$ cat src/rtl/mem_ctrl_defs.sv
// Shared definitions for controllers driving the 4x3 asynchronous memory:
// FSM state and self-test pass encodings plus the test-pattern helpers.
package mem_ctrl_defs;

    localparam int ROW_W  = 2;
    localparam int DATA_W = 3;

    localparam logic [ROW_W-1:0] ROW_LAST = 2'd3;

    typedef enum logic [2:0] {
        ST_IDLE     = 3'd0,
        ST_W_SETUP  = 3'd1,
        ST_W_STROBE = 3'd2,
        ST_W_HOLD   = 3'd3,
        ST_R_DRIVE  = 3'd4,
        ST_R_SAMPLE = 3'd5,
        ST_DONE     = 3'd6
    } state_e;

    // Bit 0 set marks a read pass, bit 1 set marks the inverted pattern.
    typedef enum logic [1:0] {
        PASS_WR_P = 2'd0,
        PASS_RD_P = 2'd1,
        PASS_WR_N = 2'd2,
        PASS_RD_N = 2'd3
    } pass_e;

    function automatic logic [DATA_W-1:0] pattern(input logic [ROW_W-1:0] a);
        return {a[0], a[1], ~a[0]};
    endfunction

    function automatic logic pass_is_write(input pass_e p);
        return ~p[0];
    endfunction

    function automatic logic [DATA_W-1:0] pass_data(input pass_e p, input logic [ROW_W-1:0] a);
        return pattern(a) ^ {DATA_W{p[1]}};
    endfunction

endpackage

$ cat src/rtl/bist_seq.sv
// Self-test sequencer: row and pass counters plus the pattern generator.
// The next_* outputs describe the access the FSM is about to launch.
module bist_seq
    import mem_ctrl_defs::*;
(
    input  logic              clk,
    input  logic              rst_n,
    input  logic              start_i,
    input  logic              advance_i,
    output logic [ROW_W-1:0]  row_o,
    output logic [DATA_W-1:0] exp_o,
    output logic              last_o,
    output logic [ROW_W-1:0]  next_row_o,
    output logic [DATA_W-1:0] next_data_o,
    output logic              next_write_o
);

    logic [ROW_W-1:0] row_q, row_d;
    pass_e            pass_q, pass_d;

    always_comb begin
        row_d  = row_q;
        pass_d = pass_q;
        if (start_i) begin
            row_d  = '0;
            pass_d = PASS_WR_P;
        end else if (advance_i) begin
            row_d = row_q + 2'd1;
            if (row_q == ROW_LAST) begin
                pass_d = pass_e'(pass_q + 2'd1);
            end
        end
    end

    always_ff @(posedge clk or negedge rst_n) begin
        if (!rst_n) begin
            row_q  <= '0;
            pass_q <= PASS_WR_P;
        end else begin
            row_q  <= row_d;
            pass_q <= pass_d;
        end
    end

    assign row_o        = row_q;
    assign exp_o        = pass_data(pass_q, row_q);
    assign last_o       = (pass_q == PASS_RD_N) && (row_q == ROW_LAST);
    assign next_row_o   = row_d;
    assign next_data_o  = pass_data(pass_d, row_d);
    assign next_write_o = pass_is_write(pass_d);

endmodule

$ cat src/rtl/mem_ctrl_4_3.sv
// Host/self-test controller for a 4x3 asynchronous memory with separate
// setup/strobe/hold write timing and a multi-cycle read window.
module mem_ctrl_4_3
    import mem_ctrl_defs::*;
#(
    parameter int STROBE_CYC = 1,
    parameter int READ_CYC   = 2
) (
    input  logic              clk,
    input  logic              rst_n,
    input  logic              req,
    input  logic              we,
    input  logic [ROW_W-1:0]  addr,
    input  logic [DATA_W-1:0] wdata,
    output logic              busy,
    output logic              ack,
    output logic [DATA_W-1:0] rdata,
    input  logic              bist_start,
    output logic              bist_done,
    output logic              bist_fail,
    output logic [ROW_W-1:0]  fail_addr,
    output logic [ROW_W-1:0]  mem_a,
    output logic [DATA_W-1:0] mem_i,
    output logic              mem_cs,
    output logic              mem_rd,
    output logic              mem_oe,
    input  logic [DATA_W-1:0] mem_o
);

    localparam logic [1:0] STROBE_LAST = 2'(STROBE_CYC - 1);
    localparam logic [1:0] DRIVE_LAST  = 2'(READ_CYC - 2);
    // A single-cycle read has no drive phase and goes straight to sampling.
    localparam state_e     READ_ENTRY  = (READ_CYC == 1) ? ST_R_SAMPLE : ST_R_DRIVE;

    state_e            state_q, state_d;
    logic [1:0]        cnt_q, cnt_d;
    logic              bist_q, bist_d;
    logic [DATA_W-1:0] rdata_q, rdata_d;
    logic              fail_q, fail_d;
    logic [ROW_W-1:0]  fail_addr_q, fail_addr_d;
    logic [ROW_W-1:0]  mem_a_q, mem_a_d;
    logic [DATA_W-1:0] mem_i_q, mem_i_d;

    logic              seq_start, seq_adv, seq_last, seq_next_write;
    logic [ROW_W-1:0]  seq_row, seq_next_row;
    logic [DATA_W-1:0] seq_exp, seq_next_data;
    logic              rd_miss;

    assign seq_start = (state_q == ST_IDLE) && bist_start;
    assign seq_adv   = (state_q == ST_DONE) && bist_q && !seq_last;
    // Case inequality so an undriven or unknown bit counts as a failure.
    assign rd_miss   = (mem_o !== seq_exp);

    bist_seq u_seq (
        .clk          (clk),
        .rst_n        (rst_n),
        .start_i      (seq_start),
        .advance_i    (seq_adv),
        .row_o        (seq_row),
        .exp_o        (seq_exp),
        .last_o       (seq_last),
        .next_row_o   (seq_next_row),
        .next_data_o  (seq_next_data),
        .next_write_o (seq_next_write)
    );

    always_ff @(posedge clk or negedge rst_n) begin
        if (!rst_n) begin
            state_q <= ST_IDLE;
            cnt_q   <= '0;
        end else begin
            state_q <= state_d;
            cnt_q   <= cnt_d;
        end
    end

    always_comb begin
        state_d = state_q;
        unique case (state_q)
            ST_IDLE: begin
                if (bist_start) begin
                    state_d = ST_W_SETUP;
                end else if (req) begin
                    state_d = we ? ST_W_SETUP : READ_ENTRY;
                end
            end
            ST_W_SETUP:  state_d = ST_W_STROBE;
            ST_W_STROBE: if (cnt_q == STROBE_LAST) state_d = ST_W_HOLD;
            ST_W_HOLD:   state_d = ST_DONE;
            ST_R_DRIVE:  if (cnt_q == DRIVE_LAST) state_d = ST_R_SAMPLE;
            ST_R_SAMPLE: state_d = ST_DONE;
            ST_DONE: begin
                if (bist_q && !seq_last) begin
                    state_d = seq_next_write ? ST_W_SETUP : READ_ENTRY;
                end else begin
                    state_d = ST_IDLE;
                end
            end
            default:     state_d = ST_IDLE;
        endcase
        cnt_d = (state_d == state_q) ? cnt_q + 2'd1 : 2'd0;
    end

    always_comb begin
        mem_cs = 1'b0;
        mem_rd = 1'b0;
        mem_oe = 1'b0;
        unique case (state_q)
            ST_W_STROBE: mem_cs = 1'b1;
            ST_R_DRIVE, ST_R_SAMPLE: begin
                mem_cs = 1'b1;
                mem_rd = 1'b1;
                mem_oe = 1'b1;
            end
            default: ;
        endcase
    end

    assign busy      = (state_q != ST_IDLE);
    assign ack       = (state_q == ST_DONE) && !bist_q;
    assign bist_done = (state_q == ST_DONE) && bist_q && seq_last;

    // Address/data only move on the edges that launch an access, when cs is low.
    always_comb begin
        bist_d      = bist_q;
        rdata_d     = rdata_q;
        fail_d      = fail_q;
        fail_addr_d = fail_addr_q;
        mem_a_d     = mem_a_q;
        mem_i_d     = mem_i_q;
        unique case (state_q)
            ST_IDLE: begin
                if (bist_start) begin
                    bist_d      = 1'b1;
                    fail_d      = 1'b0;
                    fail_addr_d = '0;
                    mem_a_d     = seq_next_row;
                    mem_i_d     = seq_next_data;
                end else if (req) begin
                    mem_a_d = addr;
                    if (we) begin
                        mem_i_d = wdata;
                    end
                end
            end
            ST_R_SAMPLE: begin
                if (!bist_q) begin
                    rdata_d = mem_o;
                end else if (rd_miss) begin
                    fail_d = 1'b1;
                    if (!fail_q) begin
                        fail_addr_d = seq_row;
                    end
                end
            end
            ST_DONE: begin
                if (bist_q) begin
                    if (seq_last) begin
                        bist_d = 1'b0;
                    end else begin
                        mem_a_d = seq_next_row;
                        mem_i_d = seq_next_data;
                    end
                end
            end
            default: ;
        endcase
    end

    always_ff @(posedge clk or negedge rst_n) begin
        if (!rst_n) begin
            bist_q      <= 1'b0;
            rdata_q     <= '0;
            fail_q      <= 1'b0;
            fail_addr_q <= '0;
            mem_a_q     <= '0;
            mem_i_q     <= '0;
        end else begin
            bist_q      <= bist_d;
            rdata_q     <= rdata_d;
            fail_q      <= fail_d;
            fail_addr_q <= fail_addr_d;
            mem_a_q     <= mem_a_d;
            mem_i_q     <= mem_i_d;
        end
    end

    assign rdata     = rdata_q;
    assign bist_fail = fail_q;
    assign fail_addr = fail_addr_q;
    assign mem_a     = mem_a_q;
    assign mem_i     = mem_i_q;

endmodule
$ cat config.mk
export PLATFORM = sky130hd
export DESIGN_NAME = mem_ctrl_4_3
export DESIGN_NICKNAME = d
export VERILOG_FILES = /design/src/rtl/mem_ctrl_defs.sv /design/src/rtl/bist_seq.sv /design/src/rtl/mem_ctrl_4_3.sv
export SDC_FILE = /design/constraint.sdc
export NUM_CORES = 1
export LEC_CHECK = 0
export CAP_MARGIN = 20
export CORE_MARGIN = 8
export CORE_UTILIZATION = 45
export CTS_CLUSTER_DIAMETER = 120
export DETAILED_ROUTE_END_ITERATION = 8
export GPL_ROUTABILITY_DRIVEN = 0
export PLACE_DENSITY = 0.71
export SYNTH_ARGS = -nofsm -noshare
export SYNTH_HDL_FRONTEND = slang
export SYNTH_HIERARCHICAL = 1
export SYNTH_SLANG_ARGS = --single-unit
$ cat constraint.sdc
create_clock -name clk -period 2.6 [get_ports clk]
set_input_delay 0.52 -clock clk [delete_from_list [all_inputs] [get_ports clk]]
set_output_delay 0.52 -clock clk [all_outputs]
set_load 0.03 [all_outputs]
## Word-level counts from Yosys, hierarchy flattened

Index checks and enable logic that the tools add are counted.
Widths: inputs -> output; s select.

| word-level totals | value |
|---|---|
| flip-flop bits (word level) | 21 |
| output and inout port bits | 17 |
| word-level logic and storage cells | 99 |
| input bits | 13 |

| cells by class | value |
|---|---|
| multiplexer cells | 40 |
| bitwise operators | 5 |
| eq/ne operators | 18 |
| add/sub/neg operators | 3 |
| reductions and logical operators | 23 |

Operators by type and width:

| operator | number |
|---|---|
| $mux 3 | 12 |
| $mux 2 | 14 |
| $pmux 3 s6 | 1 |
| $ne 2x2->1 const B | 6 |
| $reduce_and 5->1 | 2 |
| $eq 3x3->1 const B | 3 |
| $mux 1 | 8 |
| $pmux 2 s2 | 2 |
| $reduce_and 4->1 | 2 |
| $logic_and 1x1->1 | 7 |
| $add 2x1->2 const B | 3 |
| $eq 3x2->1 const B | 2 |
| $ne 3x3->1 const B | 2 |
| $pmux 3 s2 | 1 |
| $xor 3x3->3 | 2 |
| $eq 2x2->1 const B | 2 |
| $pmux 1 s2 | 2 |
| $reduce_and 2->1 | 2 |
| $reduce_bool 2->1 | 2 |
| $reduce_or 2->1 | 2 |
| $eq 3x1->1 const B | 1 |
| $eq 3x3->1 | 1 |
| $logic_not 3->1 | 1 |
| $nex 3x3->1 | 1 |
| other kinds (5) | 8 |

## Depth between registers and ports, before layout

Gate-level depths: netlist of the first run.

| depth | value |
|---|---|
| depth after elaboration | 11 |
| gate-level depth with buffers | 10 |
| gate-level depth less buffers | 10 |

## Hierarchy

Netlist of the first run, hierarchy kept.

Modules (own cells, without submodules):

| module | sequential area each (µm²) | cells each | instances | area each (µm²) |
|---|---|---|---|---|
| mem_ctrl_4_3 | 425.4 | 97 | 1 | 975.9 |
| bist_seq | 100.1 | 25 | 1 | 266.5 |

## Worst setup path after synthesis of the first run

OpenSTA, ideal clock, no wires.

| timing path | value |
|---|---|
| path kind | register to register |
| from | reg u_seq.row_q[0] (netlist: u_seq/row_o[0]) |
| to | reg mem_i_q[0] (netlist: mem_i[0]) |
| arrival | 2199 ps |
| cell stages (with the launch flop) | 10 |
| required time | 2475 ps |
| slack | 276 ps |
| library setup time | 125 ps |
| cells stage by stage | dfrtp_1 ha_1 and2_1 nand2b_1 nor2_1 and4b_1 a31oi_4 xor2_1 mux2_1 mux2_2 |

| on the way | value |
|---|---|
| longest elaborated chain between the ends | 11 |
| elaborated cells on any way between the ends | 18 |
| classes of those cells | 1 x add/sub; 2 x eq/ne; 9 x mux; 2 x bitwise; 4 x reduce/logical |

Ends and longest elaborated chain:

| element | RTL line | RTL |
|---|---|---|
| start, declared | bist_seq.sv:18 | `logic [ROW_W-1:0] row_q, row_d;` |
| start signal, assigned | bist_seq.sv:40 | `row_q <= row_d;` |
| $eq 2x2->1 (*) | bist_seq.sv:47 | `assign last_o = (pass_q == PASS_RD_N) && (row_q == ROW_LAST);` |
| $logic_and 1x1->1 (*) | bist_seq.sv:47 |  |
| net seq_last | mem_ctrl_4_3.sv:44 | `logic seq_start, seq_adv, seq_last, seq_next_write;` |
| $logic_not 1->1 (*) | mem_ctrl_4_3.sv:50 | `assign seq_adv = (state_q == ST_DONE) && bist_q && !seq_last;` |
| $logic_and 1x1->1 (*) | mem_ctrl_4_3.sv:50 |  |
| net seq_adv | mem_ctrl_4_3.sv:44 |  |
| $mux 2 | bist_seq.sv:27 | `end else if (advance_i) begin` |
| $mux 2 | bist_seq.sv:24 | `if (start_i) begin` |
| $not 1->1 | mem_ctrl_defs.sv:29 | `return {a[0], a[1], ~a[0]};` |
| $xor 3x3->3 (*) | mem_ctrl_defs.sv:37 | `return pattern(a) ^ {DATA_W{p[1]}};` |
| net seq_next_data[0] | mem_ctrl_4_3.sv:46 | `logic [DATA_W-1:0] seq_exp, seq_next_data;` |
| $mux 3 | mem_ctrl_4_3.sv:158 | `if (seq_last) begin` |
| $mux 3 | mem_ctrl_4_3.sv:157 | `if (bist_q) begin` |
| $pmux 3 s2 (*) | mem_ctrl_4_3.sv:131 | `unique case (state_q)` |
| end signal, assigned | mem_ctrl_4_3.sv:184 | `mem_i_q <= mem_i_d;` |
| end, declared | mem_ctrl_4_3.sv:42 | `logic [DATA_W-1:0] mem_i_q, mem_i_d;` |

The timed path passes the listed nets; every way through them passes the cells marked *. The select of a mux whose other input is x is not followed.
A chain may end at the register's enable or synchronous reset.

## Worst setup path in the final report of the first run

| timing path | value |
|---|---|
| from | reg state_q[1] |
| to | out mem_cs |

| on the way | value |
|---|---|
| longest elaborated chain between the ends | 3 |
| elaborated cells on any way between the ends | 5 |
| classes of those cells | 3 x eq/ne; 1 x mux; 1 x reduce/logical |

Ends and longest elaborated chain:

| element | RTL line | RTL |
|---|---|---|
| start, declared | mem_ctrl_4_3.sv:35 | `state_e state_q, state_d;` |
| start signal, assigned | mem_ctrl_4_3.sv:72 | `state_q <= state_d;` |
| $eq 3x3->1 or $eq 3x2->1 (tied branches) | mem_ctrl_4_3.sv:108 | `unique case (state_q)` |
| $reduce_or 3->1 (no line) (*) | - |  |
| $mux 1 (*) | mem_ctrl_4_3.sv:108 |  |
| end, declared | mem_ctrl_4_3.sv:24 | `output logic mem_cs,` |

Mark *: on every way between the ends. The rest lies on a longest branch, timed or not.

==> load_flow_metrics.sql, run 1 <==
INSERT INTO impl_metrics (metric_group, metric, value, unit) VALUES
('pwr', 'combPwrFrac', '59.4', '%'),
('sta', 'setup_tns', '0', 'ns'),
('pwr', 'cellLeakagePower', '0.0007539', 'uW'),
('placed_design', 'pre_cts_slack', '0.05951', 'ns'),
('layout', 'drive_above_1_share', '15.19', '%'),
('sta', 'worst_pin_slew', '0.4596', 'ns'),
('worst_hold_path', 'worst_hold_path_type', 'register to register', ''),
('clock_network', 'h-tree-depth', '1', ''),
('synth', 'netlist_instances', '122', ''),
('die', 'effective_utilization_at_floorplan', '46.25', '%'),
('outcome', 'outcome', 'finished, final reports clean', ''),
('synth', 'synth.area.mux_share', '15.01', '%'),
('synth', 'ys_seq_elements', '21', ''),
('routing', 'drc', '0', ''),
('worst_setup_path', 'worstReg2RegStart', 'u_seq/row_o[0]', ''),
('clock_network', 'clk_pin_slew', '0.13', 'ns'),
('pwr', 'p_int', '1026', 'uW'),
('synth', 'number_of_enable_flip_flop_cells_after_synthesis', '0', ''),
('pwr', 'share_clk_of_total_power', '9.1', '%'),
('grt', 'grt_start_max_net_pins', '22', ''),
('layout', 'multi_input_comb_area', '671.9', 'um^2'),
('synth', 'ys_async_sr_fraction', '100.0', '%'),
('routing', 'routed_wl', '2725', 'um'),
('synth', 'synthesis.nets', '138', ''),
('run', 'reported_max_cap_violation_count', '0', ''),
('die', 'dieArea', '0.004698', 'mm^2'),
('layout', 'layout.cells.most_common', 'sky130_fd_sc_hd__clkdlybuf4s50_1', ''),
('worst_setup_path', 'timing.critical_path.arrival', '1.98', 'ns'),
('synth', 'synth-seq-area-share', '42.30', '%'),
('sta', 'fin_worst_skew', '0.003369', 'ns'),
('clock_network', 'holdBufCountCts', '0', ''),
('routing', 'drtPass1Iterations', '4', ''),
('layout', 'area_growth', '32.33', '%'),
('synth', 'post_synth_fa_ha_maj_area_fraction', '3.021', '%'),
('die', 'floorplan.core_area', '0.002686', 'mm^2'),
('synth', 'synth-compound-area-share', '8.862', '%'),
('clock_network', 'cts_tree', 'yes', ''),
('routing', 'via_count', '993', ''),
('layout', 'postLayoutCoreUtil', '61.20', '%'),
('worst_setup_path', 'worst_r2r_path_depth', '9', ''),
('clock_network', 'clockBufferDepth', '2', ''),
('routing', 'drt-wirelength-per-cell', '14.42', 'um'),
('layout', 'area.sequential', '526.8', 'um^2'),
('worst_setup_path', 'worstSetupStartpointType', 'register', ''),
('die', 'die_h', '68.55', 'um'),
('sta', 'final.setup.worst_slack', '0.09658', 'ns'),
('clock_network', 'clock_latency', '0.31', 'ns'),
('pwr', 'p_sw_share', '44.40', '%'),
('worst_setup_path', 'path_max_fanout', '11', ''),
('layout', 'final_cell_mix', 'sky130_fd_sc_hd__clkdlybuf4s50_1, sky130_fd_sc_hd__dfrtp_1, sky130_fd_sc_hd__nand2_1, sky130_fd_sc_hd__inv_1', ''),
('sta', 'final_min_period_over_clock_period', '96.29', '%'),
('synth', 'number_of_warnings_issued_by_yosys', '6', ''),
('routing', '1st_iter_drt_viols', '32', ''),
('sta', 'rsz0062_at_grt', 'no', ''),
('pwr', 'power-per-cell-area', '1122', 'mW/mm^2'),
('grt', 'antenna_found_initial', '0', ''),
('pwr', 'netSwitchingPower', '819.0', 'uW'),
('worst_setup_path', 'worstSetupEndpoint', 'mem_cs', ''),
('synth', 'synth_top_family_by_area', 'simple AND/OR/NAND/NOR gates', ''),
('grt', 'overall_routing_resource_usage', '12.45', '%'),
('routing', 'ant_nets', '0', ''),
('placed_design', 'place.port_buffers', '29', ''),
('worst_setup_path', 'r2r_slack', '0.15', 'ns'),
('die', 'placement_rows', '19', ''),
('clock_network', 'ctsRootBufferMaster', 'sky130_fd_sc_hd__clkbuf_4', ''),
('sta', 'maxSlewHeadroom', '69.12', '%'),
('die', 'design.portCount', '30', ''),
('sta', 'fmaxAchievable', '399.5', 'MHz'),
('layout', 'fin_nets', '175', ''),
('synth', 'synth_simple_gate_area_share', '19.54', '%'),
('synth', 'synth.avg_cell_area', '10.18', 'um^2');
-- power by group through the flow --
stage	Sequential (uW)	Combinational [uW]	Clock, uW
finish	581	1100	167
floorplan	660	648	0
global placement	571	1080	0
detailed placement	583	1100	0
CTS	578	1100	175
global route	598	1200	184
-- worst min-delay path by stage --
stage	start	endpoint	slack (ns)	cells after the start
after floorplan	rst_n	bist_fail	0.22	0
after global placement	cnt_q[0]	cnt_q[0]	0.42	1
after detailed placement	cnt_q[0]	cnt_q[0]	0.43	1
after CTS	cnt_q[0]	cnt_q[0]	0.44	1
after global routing	cnt_q[0]	cnt_q[0]	0.47	1
final	cnt_q[0]	cnt_q[0]	0.44	1
-- layer usage --
layer / GRT usage (%) / vias up / routed length [um]
li1: - / 491 / -
met1: 14.95 / 473 / 1214
met2: 20.21 / 21 / 1324
met3: 2.908 / 8 / 109
met4: 6.650 / 0 / 76
met5: 0 / - / 0
-- sequential cells by signal, indices dropped and copies added, names as in the netlist --
| register | flops |
|---|---|
| mem_i | 3 |
| bist_fail | 1 |
| fail_addr | 2 |
| u_seq/pass_q | 2 |
| rdata | 3 |
| state_q | 3 |
| cnt_q | 2 |
| u_seq/row_o | 2 |
| bist_q | 1 |
| mem_a | 2 |
-- kinds of logic (layout without fill, tap and decap cells) --
logic type      after synthesis  in the layout
compound gates               15             15
xor+xnor                     10             10
fa+ha+maj                     3              3
buf+inv                      13             49
flops                        21             21
mux                          17             17
simple gates                 43             43
-- cell type report --
class	count	share of cell area, %
timing repair buffer	36	21.00
clock inverter	1	0.3044
multi-input combinational	88	40.87
inverter	9	2.055
tap	31	2.359
clock buffer	3	1.370
sequential	21	32.04
-- timing repair --
item	4_1_cts	5_1_grt
buffers inserted	0	0
gates resized for setup	0	4
setup endpoints to repair	0	6
-- critical path, stage by stage, from the launching register on --
cell and delay [ns]:
sky130_fd_sc_hd__dfrtp_1 0.51, sky130_fd_sc_hd__and2b_1 0.35, sky130_fd_sc_hd__o21bai_1 0.14, sky130_fd_sc_hd__clkdlybuf4s50_1 0.68
-- stage by stage --
stage	instances	total power, uW	hold WS, ns	instance area [um^2]
2_1_floorplan	122	1308	0.2244	1242
3_3_place_gp	185	1652	0.4189	1605
3_5_place_dp	185	1682	0.4259	1605
4_1_cts	189	1856	0.4430	1633
5_1_grt	189	1977	0.4712	1644
6_report	189	1845	0.4397	1644
-- cell usage after synthesis, types with 4 or more instances --
library cell,n,share of area [%]
sky130_fd_sc_hd__dfrtp_1,21,42
sky130_fd_sc_hd__nand2_1,11,3.3
sky130_fd_sc_hd__inv_1,9,2.7
sky130_fd_sc_hd__nor2_1,9,2.7
sky130_fd_sc_hd__mux2_2,8,7.3
sky130_fd_sc_hd__xor2_1,7,4.9
sky130_fd_sc_hd__mux2_1,5,4.5
sky130_fd_sc_hd__mux2i_1,4,3.2
sky130_fd_sc_hd__o21ai_0,4,1.6
Power figures use the tool's default switching activity.
==> run 2: changes to the inputs <==
--- a/config.mk
+++ b/config.mk
@@ -5,13 +5,15 @@
 export SDC_FILE = /design/constraint.sdc
 export NUM_CORES = 1
 export LEC_CHECK = 0
+export ABC_AREA = 1
 export CAP_MARGIN = 20
 export CORE_MARGIN = 8
 export CORE_UTILIZATION = 45
 export CTS_CLUSTER_DIAMETER = 120
 export DETAILED_ROUTE_END_ITERATION = 8
 export GPL_ROUTABILITY_DRIVEN = 0
-export PLACE_DENSITY = 0.71
+export PLACE_DENSITY = 0.7
+export SLEW_MARGIN = 30
 export SYNTH_ARGS = -nofsm -noshare
 export SYNTH_HDL_FRONTEND = slang
 export SYNTH_HIERARCHICAL = 1
==> load_flow_metrics.sql, run 2 <==
INSERT INTO impl_metrics (metric_group, metric, value, unit) VALUES
('die', 'die_h', '70.52', 'um'),
('pwr', 'p_sw_share', '51.21', '%'),
('synth', 'ys_types', '24', ''),
('worst_setup_path', 'worst-endpoint-required', '2.80', 'ns'),
('worst_setup_path', 'worstReg2RegStart', 'u_seq/row_o[0]', ''),
('clock_network', 'h-tree-depth', '1', ''),
('synth', 'synth_ff_type', 'sky130_fd_sc_hd__dfrtp_1', ''),
('sta', 'final_min_period_over_clock_period', '89.40', '%'),
('worst_hold_path', 'worst_hold_path_type', 'input port to async pin', ''),
('sta', 'fmaxAchievable', '430.2', 'MHz'),
('pwr', 'p_int', '1096', 'uW'),
('layout', 'final_cell_mix', 'sky130_fd_sc_hd__nand2_1, sky130_fd_sc_hd__clkdlybuf4s50_1, sky130_fd_sc_hd__nand3_1, sky130_fd_sc_hd__inv_1, sky130_fd_sc_hd__dfrtp_1', ''),
('sta', 'final_number_of_setup_violating_endpoints', '0', ''),
('die', 'floorplan.core_area', '0.002781', 'mm^2'),
('synth', 'synthTopCellsByCount', 'sky130_fd_sc_hd__nand2_1, sky130_fd_sc_hd__nand3_1, sky130_fd_sc_hd__dfrtp_1, sky130_fd_sc_hd__inv_1, sky130_fd_sc_hd__nor2_1', ''),
('pwr', 'power-per-cell-area', '1333', 'mW/mm^2'),
('clock_network', 'ctsRootBufferMaster', 'sky130_fd_sc_hd__clkbuf_4', ''),
('die', 'dieArea', '0.004973', 'mm^2'),
('grt', 'busiest_layer', 'met2', ''),
('sta', 'final.setup.worst_slack', '0.2757', 'ns'),
('worst_setup_path', 'worst_r2r_endpoint', 'cnt_q[0]', ''),
('grt', 'global_route.overflow_total', '0', ''),
('clock_network', 'clock_latency', '0.30', 'ns'),
('worst_setup_path', 'crit_path_cell_trace', 'ha_1 > nand2_1 > inv_1 > inv_1 > nand2_1 > nor2_2 > nand2_2 > o21ai_0 > inv_1 > nor2_1 > nand2_1 > nand3_1 > nor2_1 > nand3_1 > nor2_1', ''),
('grt', 'antenna_found_initial', '0', ''),
('placed_design', 'pre_cts_slack', '0.2248', 'ns'),
('sta', 'maxSlewHeadroom', '78.29', '%'),
('synth', 'synth_most_common_cell', 'sky130_fd_sc_hd__nand2_1', ''),
('grt', 'overall_routing_resource_usage', '12.58', '%'),
('die', 'design.portCount', '30', ''),
('worst_setup_path', 'worstSetupEndpointType', 'register', ''),
('routing', 'drtPass1Iterations', '4', ''),
('clock_network', 'holdBufCountCts', '0', ''),
('synth', 'synth-seq-area-share', '39.29', '%'),
('routing', 'drt-wirelength-per-cell', '12.37', 'um'),
('synth', 'synthesis.nets', '197', ''),
('pwr', 'total_power', '2247', 'uW'),
('synth', 'synth.area.top_cells', 'sky130_fd_sc_hd__dfrtp_1, sky130_fd_sc_hd__nand2_1, sky130_fd_sc_hd__nand3_1', ''),
('die', 'effective_utilization_at_floorplan', '48.09', '%'),
('clock_network', 'cts_tree', 'yes', ''),
('layout', 'fin_nets', '230', ''),
('worst_setup_path', 'timing.critical_path.slowest_stage_cell', 'sky130_fd_sc_hd__dfrtp_1', ''),
('routing', 'ant_nets', '0', ''),
('grt', 'grt.met3_usage', '1.836', '%'),
('grt', 'gr_util_met2', '21.13', '%'),
('worst_setup_path', 'critical_path.max_stage_delay', '0.45', 'ns'),
('routing', '1st_iter_drt_viols', '42', ''),
('die', 'floorplan_die_width', '70.52', 'um'),
('worst_setup_path', 'path_max_fanout', '7', ''),
('layout', 'area_growth', '26.01', '%'),
('synth', 'ys_async_sr_fraction', '100.0', '%'),
('routing', 'routed_wl', '3019', 'um'),
('pwr', 'share_clk_of_total_power', '7.0', '%'),
('sta', 'period_needed', '2.324', 'ns'),
('clock_network', 'clockBufferDepth', '2', ''),
('sta', 'setup_tns', '0', 'ns'),
('sta', 'number_of_hold_violations_in_the_final_report', '0', ''),
('layout', 'antenna-diode-count', '0', ''),
('clock_network', 'clk_pin_slew', '0.12', 'ns'),
('synth', 'synth.avg_cell_area', '7.390', 'um^2'),
('layout', 'drive_above_1_share', '12.21', '%'),
('pwr', 'combPwrFrac', '66.1', '%'),
('synth', 'synthesis.area', '0.001338', 'mm^2'),
('sta', 'hold_slack', '0.3834', 'ns'),
('clock_network', 'cts_num_sinks', '21', ''),
('sta', 'finalMaxSlewViolations', '0', ''),
('placed_design', 'place.port_buffers', '29', ''),
('synth', 'proportion_of_netlist_area_held_by_the_largest_area_contributor', '39.29', '%'),
('grt', 'grt_use_met1', '15.57', '%'),
('sta', 'worst_pin_slew', '0.3246', 'ns'),
('grt', 'grt_start_max_net_pins', '20', ''),
('synth', 'number_of_warnings_issued_by_yosys', '6', ''),
('worst_setup_path', 'crit_family', 'simple AND/OR/NAND/NOR gates', ''),
('synth', 'ys_seq_elements', '21', ''),
('pwr', 'pwr-share-seq', '26.9', '%'),
('worst_setup_path', 'worst_r2r_path_depth', '15', ''),
('synth', 'number_of_enable_flip_flop_cells_after_synthesis', '0', ''),
('pwr', 'netSwitchingPower', '1151', 'uW'),
('pwr', 'cellLeakagePower', '0.0008961', 'uW'),
('worst_setup_path', 'timing.critical_path.arrival', '2.53', 'ns'),
('grt', 'via_count_of_the_first_global_routing_pass', '1278', ''),
('worst_setup_path', 'r2r_slack', '0.28', 'ns'),
('placed_design', 'detailedPlacementHpwl', '2473', 'um'),
('worst_setup_path', 'critical_path_class', 'register to register', ''),
('run', 'reported_max_cap_violation_count', '0', ''),
('synth', 'synth_top_cell_by_area', 'sky130_fd_sc_hd__dfrtp_1', ''),
('routing', 'via_count', '1236', ''),
('synth', 'netlist_instances', '181', ''),
('outcome', 'outcome', 'finished, final reports clean', ''),
('sta', 'rsz0062_at_grt', 'no', ''),
('routing', 'drc', '0', ''),
('pwr', 'vdd_ir_drop_max', '0.8727', 'mV'),
('layout', 'layout.cells.most_common', 'sky130_fd_sc_hd__nand2_1', ''),
('grt', 'grt_first_pass_wirelength', '5388', 'um'),
('worst_setup_path', 'worstSetupStartpointType', 'register', ''),
('clock_network', 'clock_buffers_created_by_tritoncts', '3', ''),
('sta', 'fin_worst_skew', '0.004003', 'ns'),
('worst_setup_path', 'worstPathBufferInverterCount', '3', ''),
('routing', 'via_per_inst', '5.066', ''),
('die', 'placement_rows', '19', '');
[run 2: changes by cell type after synthesis, moves of 4 or more]
cell	delta
sky130_fd_sc_hd__mux2_2	-8
sky130_fd_sc_hd__mux2i_1	-4
sky130_fd_sc_hd__inv_1	+12
sky130_fd_sc_hd__nand3_1	+19
sky130_fd_sc_hd__nor2_1	+11
sky130_fd_sc_hd__xor2_1	-5
sky130_fd_sc_hd__nand2_1	+42
sky130_fd_sc_hd__nand2_2	+5
sky130_fd_sc_hd__nor2_2	+4
[run 2: timing repair]
action | CTS | global route
gates cloned | 0 | 0
resized for setup | 1 | 2
endpoints found under the setup margin | 1 | 3
endpoints found under the hold margin | 0 | 0
buffers inserted | 0 | 0
[run 2: how the worst max path moves through the flow]
stage	start	endpoint	slack, ns	cells past startpoint
floorplan	u_seq/row_o[0]	cnt_q[0]	0.56	15
global placement	state_q[1]	bist_done	0.35	5
detailed placement	u_seq/row_o[0]	cnt_q[0]	0.22	15
CTS	state_q[1]	ack	0.09	5
global route	u_seq/row_o[0]	cnt_q[1]	0.08	15
finish	u_seq/row_o[0]	cnt_q[0]	0.28	15
[run 2: area by class of cell]
type | count | area, um^2
multi-input cells | 133 | 700.7
fillers | 278 | 1096
inverters | 25 | 95.09
repair buffers | 30 | 299.0
flip-flops and latches | 21 | 525.5
well taps | 31 | 38.79
clock buffers | 4 | 26.28
[run 2: power by group through the flow]
stage                     sequential, uW  clock, uW  combinational [uW]
final                                605        157                1480
after global routing                 630        174                1670
after CTS                            606        163                1490
after detailed placement             613          0                1490
after global placement               603          0                1460
after floorplan                      742          0                 939
[run 2: cells by family after synthesis]
| group | count (synthesis) | synth area share [%] |
|---|---|---|
| AO/OA/AOI/OAI | 7 | 3.555 |
| flip-flops | 21 | 39.29 |
| buffers and inverters | 27 | 8.513 |
| multiplexers | 3 | 2.526 |
| adder cells (fa/ha/maj) | 3 | 2.807 |
| XOR/XNOR | 5 | 3.275 |
| AND/OR/NAND/NOR | 115 | 40.04 |
[run 2: stage by stage]
| stage | std cells | utilization, % | instance area, um^2 |
|---|---|---|---|
| global route | 244 | 60.59 | 1685 |
| finish | 244 | 60.59 | 1685 |
| floorplan | 181 | - | 1338 |
| CTS | 244 | 60.41 | 1680 |
| global placement | 240 | 59.51 | 1655 |
| detailed placement | 240 | 59.51 | 1655 |
[run 2: routing by layer]
| metal | part of all wire, % | routed length, um |
|---|---|---|
| met3 | 4.7 | 143 |
| met5 | 0 | 0 |
| met4 | 1.1 | 34 |
| met1 | 44 | 1323 |
| met2 | 50 | 1517 |
